==> src/rtl/func_dc_pipe.sv <==
// func_dc_pipe: pipelined decoder-tree evaluator of an N-input truth table.
// Ports: clk/rst; in_valid,in_ready,x -> out_valid,f_out; start,busy,done,ones_count sweep.
module func_dc_pipe #(
  parameter int N = 5,
  parameter logic [(1<<N)-1:0] TRUTH = 32'hF0F0_0FF0
) (
  input  logic         clk,
  input  logic         rst,
  input  logic         in_valid,
  output logic         in_ready,
  input  logic [N-1:0] x,
  input  logic         start,
  output logic         busy,
  output logic         out_valid,
  output logic         f_out,
  output logic [N:0]   ones_count,
  output logic         done
);

  localparam int L = (N + 1) / 2;
  localparam int M = 1 << N;

  typedef enum logic [1:0] {IDLE, SWEEP, DRAIN} state_t;

  state_t         state_q, state_d;
  logic [N-1:0]   cnt_q, cnt_d;
  logic           inject;
  logic           src_vld;
  logic [N-1:0]   src_x;
  logic [M-1:0]   oh_l;
  logic           vld_l, tag_l;
  logic           f_nx;
  logic           last;

  assign busy     = (state_q != IDLE);
  assign in_ready = ~busy & ~rst;
  assign src_vld  = (in_valid & in_ready) | inject;
  assign src_x    = inject ? cnt_q : x;

  for (genvar k = 1; k <= L; k++) begin : g_lvl
    localparam int PB = 2 * k - 2;
    localparam int CB = (2 * k > N) ? N : 2 * k;
    localparam int B  = CB - PB;

    logic [(1<<PB)-1:0] oh_in;
    logic [N-PB-1:0]    rem_in;
    logic               vld_in, tag_in;
    logic [B-1:0]       sel;
    logic [(1<<CB)-1:0] oh_nx, oh;
    logic               vld, tag;

    if (k == 1) begin : g_src
      assign oh_in  = 1'b1;
      assign rem_in = src_x;
      assign vld_in = src_vld;
      assign tag_in = inject;
    end else begin : g_src
      assign oh_in  = g_lvl[k-1].oh;
      assign rem_in = g_lvl[k-1].g_r.rem;
      assign vld_in = g_lvl[k-1].vld;
      assign tag_in = g_lvl[k-1].tag;
    end

    assign sel = rem_in[N-PB-1 -: B];

    // Each parent minterm fans out to 2^B children selected by the next MSBs.
    always_comb begin
      oh_nx = '0;
      for (int j = 0; j < (1 << CB); j++) begin
        oh_nx[j] = oh_in[j >> B] & (sel == B'(j));
      end
    end

    always_ff @(posedge clk) begin
      if (rst) begin
        oh  <= '0;
        vld <= 1'b0;
        tag <= 1'b0;
      end else begin
        oh  <= oh_nx;
        vld <= vld_in;
        tag <= tag_in;
      end
    end

    if (k < L) begin : g_r
      logic [N-CB-1:0] rem;
      always_ff @(posedge clk) begin
        if (rst) rem <= '0;
        else     rem <= rem_in[N-CB-1:0];
      end
    end
  end

  assign oh_l  = g_lvl[L].oh;
  assign vld_l = g_lvl[L].vld;
  assign tag_l = g_lvl[L].tag;
  assign f_nx  = |(oh_l & TRUTH);

  // Sweep vectors leave in ascending order, so the all-ones minterm is the last.
  assign last = (state_q == DRAIN) & vld_l & tag_l & oh_l[M-1];

  always_comb begin
    state_d = state_q;
    cnt_d   = cnt_q;
    inject  = 1'b0;
    unique case (state_q)
      IDLE: begin
        if (start) begin
          state_d = SWEEP;
          cnt_d   = '0;
        end
      end
      SWEEP: begin
        inject = 1'b1;
        cnt_d  = cnt_q + 1'b1;
        if (cnt_q == '1) state_d = DRAIN;
      end
      DRAIN: begin
        if (last) state_d = IDLE;
      end
      default: state_d = IDLE;
    endcase
  end

  always_ff @(posedge clk) begin
    if (rst) begin
      state_q <= IDLE;
      cnt_q   <= '0;
    end else begin
      state_q <= state_d;
      cnt_q   <= cnt_d;
    end
  end

  always_ff @(posedge clk) begin
    if (rst) begin
      out_valid  <= 1'b0;
      f_out      <= 1'b0;
      done       <= 1'b0;
      ones_count <= '0;
    end else begin
      out_valid <= vld_l;
      done      <= last;
      if (vld_l) f_out <= f_nx;
      if (state_q == IDLE && start)
        ones_count <= '0;
      else if (vld_l && tag_l && f_nx)
        ones_count <= ones_count + 1'b1;
    end
  end

endmodule

==> config.mk <==
export PLATFORM = sky130hd
export DESIGN_NAME = func_dc_pipe
export DESIGN_NICKNAME = d
export VERILOG_FILES = /design/src/rtl/func_dc_pipe.sv
export SDC_FILE = /design/constraint.sdc
export NUM_CORES = 1
export LEC_CHECK = 0
export CORE_MARGIN = 2
export CORE_UTILIZATION = 54
export DETAILED_ROUTE_END_ITERATION = 12
export GPL_ROUTABILITY_DRIVEN = 0
export PLACE_DENSITY_LB_ADDON = 0.3
export SLEW_MARGIN = 20
export SYNTH_ARGS = -nofsm -noshare
export SYNTH_HDL_FRONTEND = slang
export SYNTH_SLANG_ARGS = --single-unit
==> constraint.sdc <==
create_clock -name clk -period 1.9 [get_ports clk]
set_clock_uncertainty 0.1 [all_clocks]
set_input_delay 0.19 -clock clk [delete_from_list [all_inputs] [get_ports clk]]
set_output_delay 0.19 -clock clk [all_outputs]
set_load 0.03 [all_outputs]
Word level (Yosys, flattened, before mapping)
Cells that the tools add are included.
Cells by class
  $add $sub $neg: 2
  multipliers: 0
  divide/modulo/power cells: 0
  magnitude comparators: 0
  eq/ne operators: 12
  shifts and indexed selects: 0
  muxes and demuxes: 8
  bitwise operators: 57
  reductions and logical operators: 12
Operators with widths (count)
  $and A1 B1 Y1: 53
  $reduce_or A16 Y1: 1
  $eq A2 B2 Y1 const B: 5
  $mux W5: 2
  $pmux W5 S2: 1
  $add A6 B1 Y6 const B: 1
  $eq A2 B1 Y1 const B: 3
  $logic_not A2 Y1: 3
  $mux W2: 3
  $ne A2 B2 Y1 const B: 3
  $pmux W2 S3: 1
  $add A5 B1 Y5 const B: 1
  $eq A5 B5 Y1 const B: 1
  $reduce_bool A2 Y1: 2
  $logic_and A1 B1 Y1: 3
  $not A1 Y1: 3
  $reduce_and A3 Y1: 1
  $reduce_and A2 Y1: 1
  $reduce_or A2 Y1: 1
  $mux W1: 1
  $or A1 B1 Y1: 1
Word-level totals
  flip-flop bits (word level): 78
  bits in latches: 0
  bits in writable memories: 0
  memory bits (read-only): 0
  input port bits: 9
  word-level logic and storage cells: 108
  memories: 0

Depth between registers and ports, before layout
Gate-level depths: netlist (run 1).
  depth in word-level cells: 6
  mapped depth: 6

Worst setup path before layout (run 1)
Ideal clock, no wire load.
  kind: register to register
  start: register state_q[0]
  end: register g_lvl[1].vld
  library setup time: 0.059 ns
  arrival time: 1.410 ns
  slack: 0.332 ns
  cell stages (with the launch flop): 6
  clock period less this slack: 1.568 ns
  cells stage by stage: dfxtp_1 -> clkbuf_1 -> nor2_1 -> inv_1 -> nor2_1 -> a21o_1
Between the ends
  word-level cells in the longest chain between the ends: 5
  elaborated cells on any way between the ends: 7
  those cells by class: 1 x eq/ne; 1 x mux; 4 x bitwise; 1 x reduce/logical
Ends and longest elaborated chain
  from (decl): RTL line 25  | state_t state_q, state_d;
  from (signal assigned): RTL line 131  | state_q <= state_d;
  $reduce_bool A2 Y1: RTL line 35  | assign busy = (state_q != IDLE);
  named net busy: RTL line 13  | output logic busy,
  $not A1 Y1: RTL line 36  | assign in_ready = ~busy & ~rst;
  $and A1 B1 Y1: RTL line 36
  named net in_ready: RTL line 10  | output logic in_ready,
  $and A1 B1 Y1: RTL line 37  | assign src_vld = (in_valid & in_ready) | inject;
  $or A1 B1 Y1: RTL line 37
  to (signal assigned): RTL line 81  | vld <= vld_in;
  to (decl): RTL line 50  | logic vld, tag;
The timed path passes the listed nets, and every way through them passes these cells.
A chain may end at the register's enable or synchronous reset.

Worst setup path in the final report (run 1)
  start: register ones_count[0]
  end: output ones_count[0]
RTL lines
  from (decl): RTL line 16  | output logic [N:0] ones_count,
  from (signal assigned): RTL line 149  | ones_count <= ones_count + 1'b1;
No word-level cell between the ends.

==> qor.txt, run 1 <==
Number of global-route vias before repair: 1285
Worst Path Buf+Inv: 1
Gate Count Post-Synth: 189
Final Cycle Share: 0.947
Post-synth top area share: 0.576
DR vias: 1354
Yosys reg bits: 54
Detailed Route WL: 3100 um
Power Dens Cells: 826 nW/um2
Synthesized area per cell: 9.92 um2
Floorplan die height: 62.9 um
ANT cells: 0
Placed Cells: 250
Largest net degree at the start of global routing: 19
Worst-margin pin slew: 0.396 ns
Reg2reg end: ones_count[2]
Clock Tree Buf Depth: 2
Vias per inst: 5.25
CP Class: reg2out
Non-filler cells in the finished layout: 258
Total design power: 0.00179 W
Commonest non-fill, non-tap cell in the layout: dfxtp_1
Hold EP: g_lvl[1].g_r.rem[1]
Final count of pins violating max slew: 0
DRT Pass-1 Iters: 4
Max_cap viols: 0
WHS Path Cells: 3
Crit path cell chain: clkdlybuf4s50_1
HP Start: x[1]
Crit start category: flop
Min-delay worst type: in2reg
Most frequent cells in the layout: 54 x dfxtp_1, 22 x nor2_1, 17 x clkdlybuf4s50_1
First-pass GRT wire length: 5430 um
Max-slew headroom: 0.734
I/O pin count: 20
CP delay by family, top: buffers and inverters
Postcts setup bufs: 0
Final min period: 1.80 ns
CP Max Fanout: 5
RSZ-0062 raised after global routing: false
Critical path capture point type: output port
Antenna violations before repair: 0
PortBufs: 19
FF-to-FF Start: g_lvl[3].oh[5]
Reg-to-reg setup timing slack: 0.30 ns
Clk sinks: 54
Asr flop ratio synth: 0
Yosys warns: 0
Initial Utilization: 0.562
TritonCTS Buffers: 5
Max Clock Freq: 556 MHz
Slowest-stage cell, CP: clkdlybuf4s50_1
Peak VDD IR: 651 uV
Syn Nets: 201
Synth Cell Area: 1880 um2
Final setup violating endpoints: 0
WP data required: 1.61 ns
Worst setup margin: 0.101 ns
Later-pin clock latency in the skew report: 0.37 ns
CTS Root Buffer Type: clkbuf_4
Status: finished, final reports clean
Synth top area cells: dfxtp_1 58%, and2_1 5.3%, nor2_1 4.4%
Number of flops mapped to enable cells by yosys: 0
Fraction of layout cells with a size suffix above 1: 0.0849
Fin. Hold Viols: 0
Most common flop cell mapped by yosys: dfxtp_1
Yosys cell types: 35
Yosys top cell by area: dfxtp_1
Chip width: 62.9 um
Seq/Total Area, Yosys: 0.576
P_leak: 0.807 nW
Routed Antenna Nets: 0
R2R depth: 4
Core ar.: 3340 um2
Worst stage delay on the critical path: 0.70 ns
Setup TNS: 0 ns
GRT Resource Usage Total: 0.174
Worst Path Arrival: 1.51 ns
GRT overflow: 0
# rows: 21
CTS tree: done
WHS: 0.272 ns
CTS clk-pin slew, worst paths: 0.15 ns
Area growth, synth to finish: 15.5%
Dpl hpwl: 2290 um
DRC: 0
Pre-CTS WS: 0.306 ns
Die area: 3960 um2
H-tree levels: 2
Layout net count: 223
Setup crit start: ones_count[0]
# hold bufs at CTS: 0
Initial drt markers: 45
Avg WL per Cell: 12.0 um
[cell usage after synthesis, types with 4 or more instances]
cell / number
a21oi_1: 13
a22oi_1: 4
and2_1: 16
clkbuf_1: 5
dfxtp_1: 54
nand2_1: 11
nand2b_1: 5
nand3_1: 6
nand3b_1: 5
nor2_1: 22
nor2b_1: 8
nor4_1: 4
o21ai_0: 4
[area by class of cell]
cell class	count	area [um2]
flip-flops and latches	54	1080
clock inverters	3	25.0
fillers	293	1170
multi-input cells	125	741
inverters	2	7.51
well taps	46	57.6
clock buffers	5	37.5
repair buffers	23	216
[cells by family (layout without fill, tap and decap cells)]
logic type,after synthesis,in the layout,synth area share
AND/OR/NAND/NOR,91,91,0.266
multiplexers,3,3,0.0173
AO/OA/AOI/OAI,27,27,0.0867
buffers and inverters,10,33,0.0287
flip-flops,54,54,0.576
XOR/XNOR,1,1,0.00467
adder cells (fa/ha/maj),3,3,0.0200
[worst max-delay path by stage]
stage | to | slack, ns | depth (start not counted)
2_1_floorplan | g_lvl[1].vld | 0.33 | 5
3_5_place_dp | busy | 0.31 | 3
5_1_grt | ones_count[0] | 0.03 | 1
4_1_cts | ones_count[0] | 0.07 | 1
6_report | ones_count[0] | 0.10 | 1
3_3_place_gp | busy | 0.34 | 3
[registers in the layout, summed over array words and instances (netlist names)]
| signal | flops |
|---|---|
| out_valid | 1 |
| g_lvl.tag | 3 |
| f_out | 1 |
| g_lvl.vld | 3 |
| cnt_q | 5 |
| g_lvl.oh | 28 |
| done | 1 |
| ones_count | 6 |
| g_lvl.g_r.rem | 4 |
| state_q | 2 |
[metrics by stage]
| step | util | instance area [um2] |
|---|---|---|
| floorplan | - | 1880 |
| CTS | 0.649 | 2170 |
| global placement | 0.631 | 2100 |
| finish | 0.649 | 2170 |
| detailed placement | 0.631 | 2100 |
| global route | 0.649 | 2170 |
[repair_timing]
action | CTS | global route
endpoints found under the hold margin | 0 | 0
setup endpoints to repair | 1 | 0
resized for setup | 1 | 0
[report_power, final]
part	switching (W)	leakage (nW)	internal, W
sequential	0.0000130	0.438	0.00115
combinational	0.0000588	0.337	0.0000499
clock	0.000360	0.0318	0.000152
total	0.000432	0.807	0.00136
[routing by layer]
layer,track usage,up-vias,share of wire
li1,-,690,-
met1,0.199,630,0.44
met2,0.298,28,0.49
met3,0.0559,6,0.048
met4,0.0694,0,0.020
met5,0,-,0
Note: power is estimated with default switching activity, not from simulation.
==> run 2: changes to the inputs <==
--- a/config.mk
+++ b/config.mk
@@ -10,6 +10,8 @@
 export DETAILED_ROUTE_END_ITERATION = 12
 export GPL_ROUTABILITY_DRIVEN = 0
 export PLACE_DENSITY_LB_ADDON = 0.3
+export RECOVER_POWER = 100
+export SETUP_SLACK_MARGIN = 0.3
 export SLEW_MARGIN = 20
 export SYNTH_ARGS = -nofsm -noshare
 export SYNTH_HDL_FRONTEND = slang
==> qor.txt, run 2 (synthesized netlist as in run 1, its figures left out) <==
Fraction of layout cells with a size suffix above 1: 0.0892 (was 0.0849)
Final setup violating endpoints: 0 (unchanged)
CTS tree: done (unchanged)
Later-pin clock latency in the skew report: 0.38 ns (was 0.37 ns)
Dpl hpwl: 2290 um (unchanged)
Top reg by flops: g_lvl.oh (unchanged)
H-tree levels: 2 (unchanged)
R2R depth: 6 (was 4)
Multi-input gate area: 759 um2 (was 741 um2)
Status: finished, final reports clean (unchanged)
Detailed Route WL: 3200 um (was 3100 um)
# rows: 21 (unchanged)
PortBufs: 19 (unchanged)
Max FFs per register: 28 (unchanged)
Post-DP Area: 2100 um2 (unchanged)
Chip width: 62.9 um (unchanged)
Critical path capture point type: flop (was output port)
DRC: 0 (unchanged)
Min-delay worst type: in2reg (unchanged)
CP Class: reg2reg (was reg2out)
Number of global-route vias before repair: 1281 (was 1285)
Routed Antenna Nets: 0 (unchanged)
Max-slew headroom: 0.563 (was 0.734)
Crit start category: flop (unchanged)
Vias per inst: 5.32 (was 5.25)
Peak VDD IR: 627 uV (was 651 uV)
CTS clk-pin slew, worst paths: 0.15 ns (about the same)
GRT overflow: 0 (unchanged)
Avg WL per Cell: 12.3 um (was 12.0 um)
I/O pin count: 20 (unchanged)
Worst-margin pin slew: 0.655 ns (was 0.396 ns)
Setup TNS: 0 ns (unchanged)
Final instance area: 2170 um2 (unchanged)
Final min period: 1.68 ns (was 1.80 ns)
DR vias: 1378 (was 1354)
Reg2reg end: g_lvl[1].oh[0] (was ones_count[2])
WP data required: 2.06 ns (was 1.61 ns)
Clock Tree Buf Depth: 2 (unchanged)
FF-to-FF Start: state_q[0] (was g_lvl[3].oh[5])
Area growth, synth to finish: 15.5% (unchanged)
Final core area utilization: 0.649 (unchanged)
TritonCTS Buffers: 5 (unchanged)
Core ar.: 3340 um2 (unchanged)
Reg-to-reg setup timing slack: 0.22 ns (was 0.30 ns)
Die area: 3960 um2 (unchanged)
Most frequent cells in the layout: 54 x dfxtp_1, 22 x nor2_1, 13 x a21oi_1 (was 54 x dfxtp_1, 22 x nor2_1, 17 x clkdlybuf4s50_1)
P_leak: 0.832 nW (was 0.807 nW)
Power Dens Cells: 827 nW/um2 (was 826 nW/um2)
Largest registers: g_lvl.oh x28, ones_count x6, cnt_q x5 (unchanged)
GRT Resource Usage Total: 0.175 (was 0.174)
ANT cells: 0 (unchanged)
WHS: 0.268 ns (was 0.272 ns)
Largest net degree at the start of global routing: 19 (unchanged)
CTS Root Buffer Type: clkbuf_4 (unchanged)
Final Cycle Share: 0.883 (was 0.947)
Initial drt markers: 66 (was 45)
Fill cell count: 300 (was 293)
Layout net count: 224 (was 223)
Initial Utilization: 0.562 (unchanged)
Final count of pins violating max slew: 0 (unchanged)
Max Clock Freq: 596 MHz (was 556 MHz)
Commonest non-fill, non-tap cell in the layout: dfxtp_1 (unchanged)
Register Area: 1080 um2 (unchanged)
Setup crit start: state_q[0] (was ones_count[0])
Floorplan die height: 62.9 um (unchanged)
Clk sinks: 54 (unchanged)
Worst Path Arrival: 1.84 ns (was 1.51 ns)
Hold EP: g_lvl[1].g_r.rem[1] (unchanged)
Fin. Hold Viols: 0 (unchanged)
DRT Pass-1 Iters: 4 (unchanged)
CP Max Fanout: 10 (was 5)
WHS Path Cells: 3 (unchanged)
First-pass GRT wire length: 5460 um (was 5430 um)
Antenna violations before repair: 0 (unchanged)
RSZ-0062 raised after global routing: false (unchanged)
Max_cap viols: 0 (unchanged)
HP Start: x[1] (unchanged)
==> run 2: report_power, final <==
| group | switching, W | internal, W | total (W) |
|---|---|---|---|
| sequential | 0.0000114 | 0.00115 | 0.00117 |
| combinational | 0.0000619 | 0.0000466 | 0.000108 |
| clock | 0.000364 | 0.000152 | 0.000516 |
==> run 2: critical path, stage by stage (launching register included) <==
cell and delay, ns:
dfxtp_1 0.41, clkbuf_1 0.25, nor2b_1 0.18, clkbuf_1 0.37
nor3_1 0.09, nor2_1 0.11, nor2_1 0.05
==> run 2: final cells by class <==
type	instances	area share
multi-input combinational	125	0.351
tap	46	0.0266
clock inverter	3	0.0116
clock buffer	5	0.0173
sequential	54	0.499
timing repair buffer	24	0.0913
inverter	2	0.00347
==> run 2: stage by stage <==
stage,cells,setup slack [ns],total power [W]
3_5_place_dp,250,0.306,0.00130
2_1_floorplan,189,0.332,0.00126
4_1_cts,258,0.242,0.00181
6_report,259,0.222,0.00179
5_1_grt,259,0.161,0.00187
3_3_place_gp,250,0.343,0.00130
==> run 2: worst max-delay path by stage <==
stage,to
2_1_floorplan,g_lvl[1].vld
3_3_place_gp,busy
3_5_place_dp,busy
4_1_cts,busy
5_1_grt,ones_count[5]
6_report,g_lvl[1].oh[0]
==> run 2: what timing repair did <==
item | in CTS | in global routing
hold buffers | 0 | 0
endpoints found under the setup margin | 16 | 7
endpoints found under the hold margin | 0 | 0
pin swaps | 0 | 0
gates resized for setup | 13 | 9
buffers inserted | 0 | 1
==> run 2: routing by layer <==
metal | up-vias | global-route usage | routed length, um
met5 | - | 0 | 0
met4 | 0 | 0.0694 | 69
met3 | 11 | 0.0559 | 186
met2 | 42 | 0.299 | 1580
met1 | 634 | 0.201 | 1360
li1 | 691 | - | -
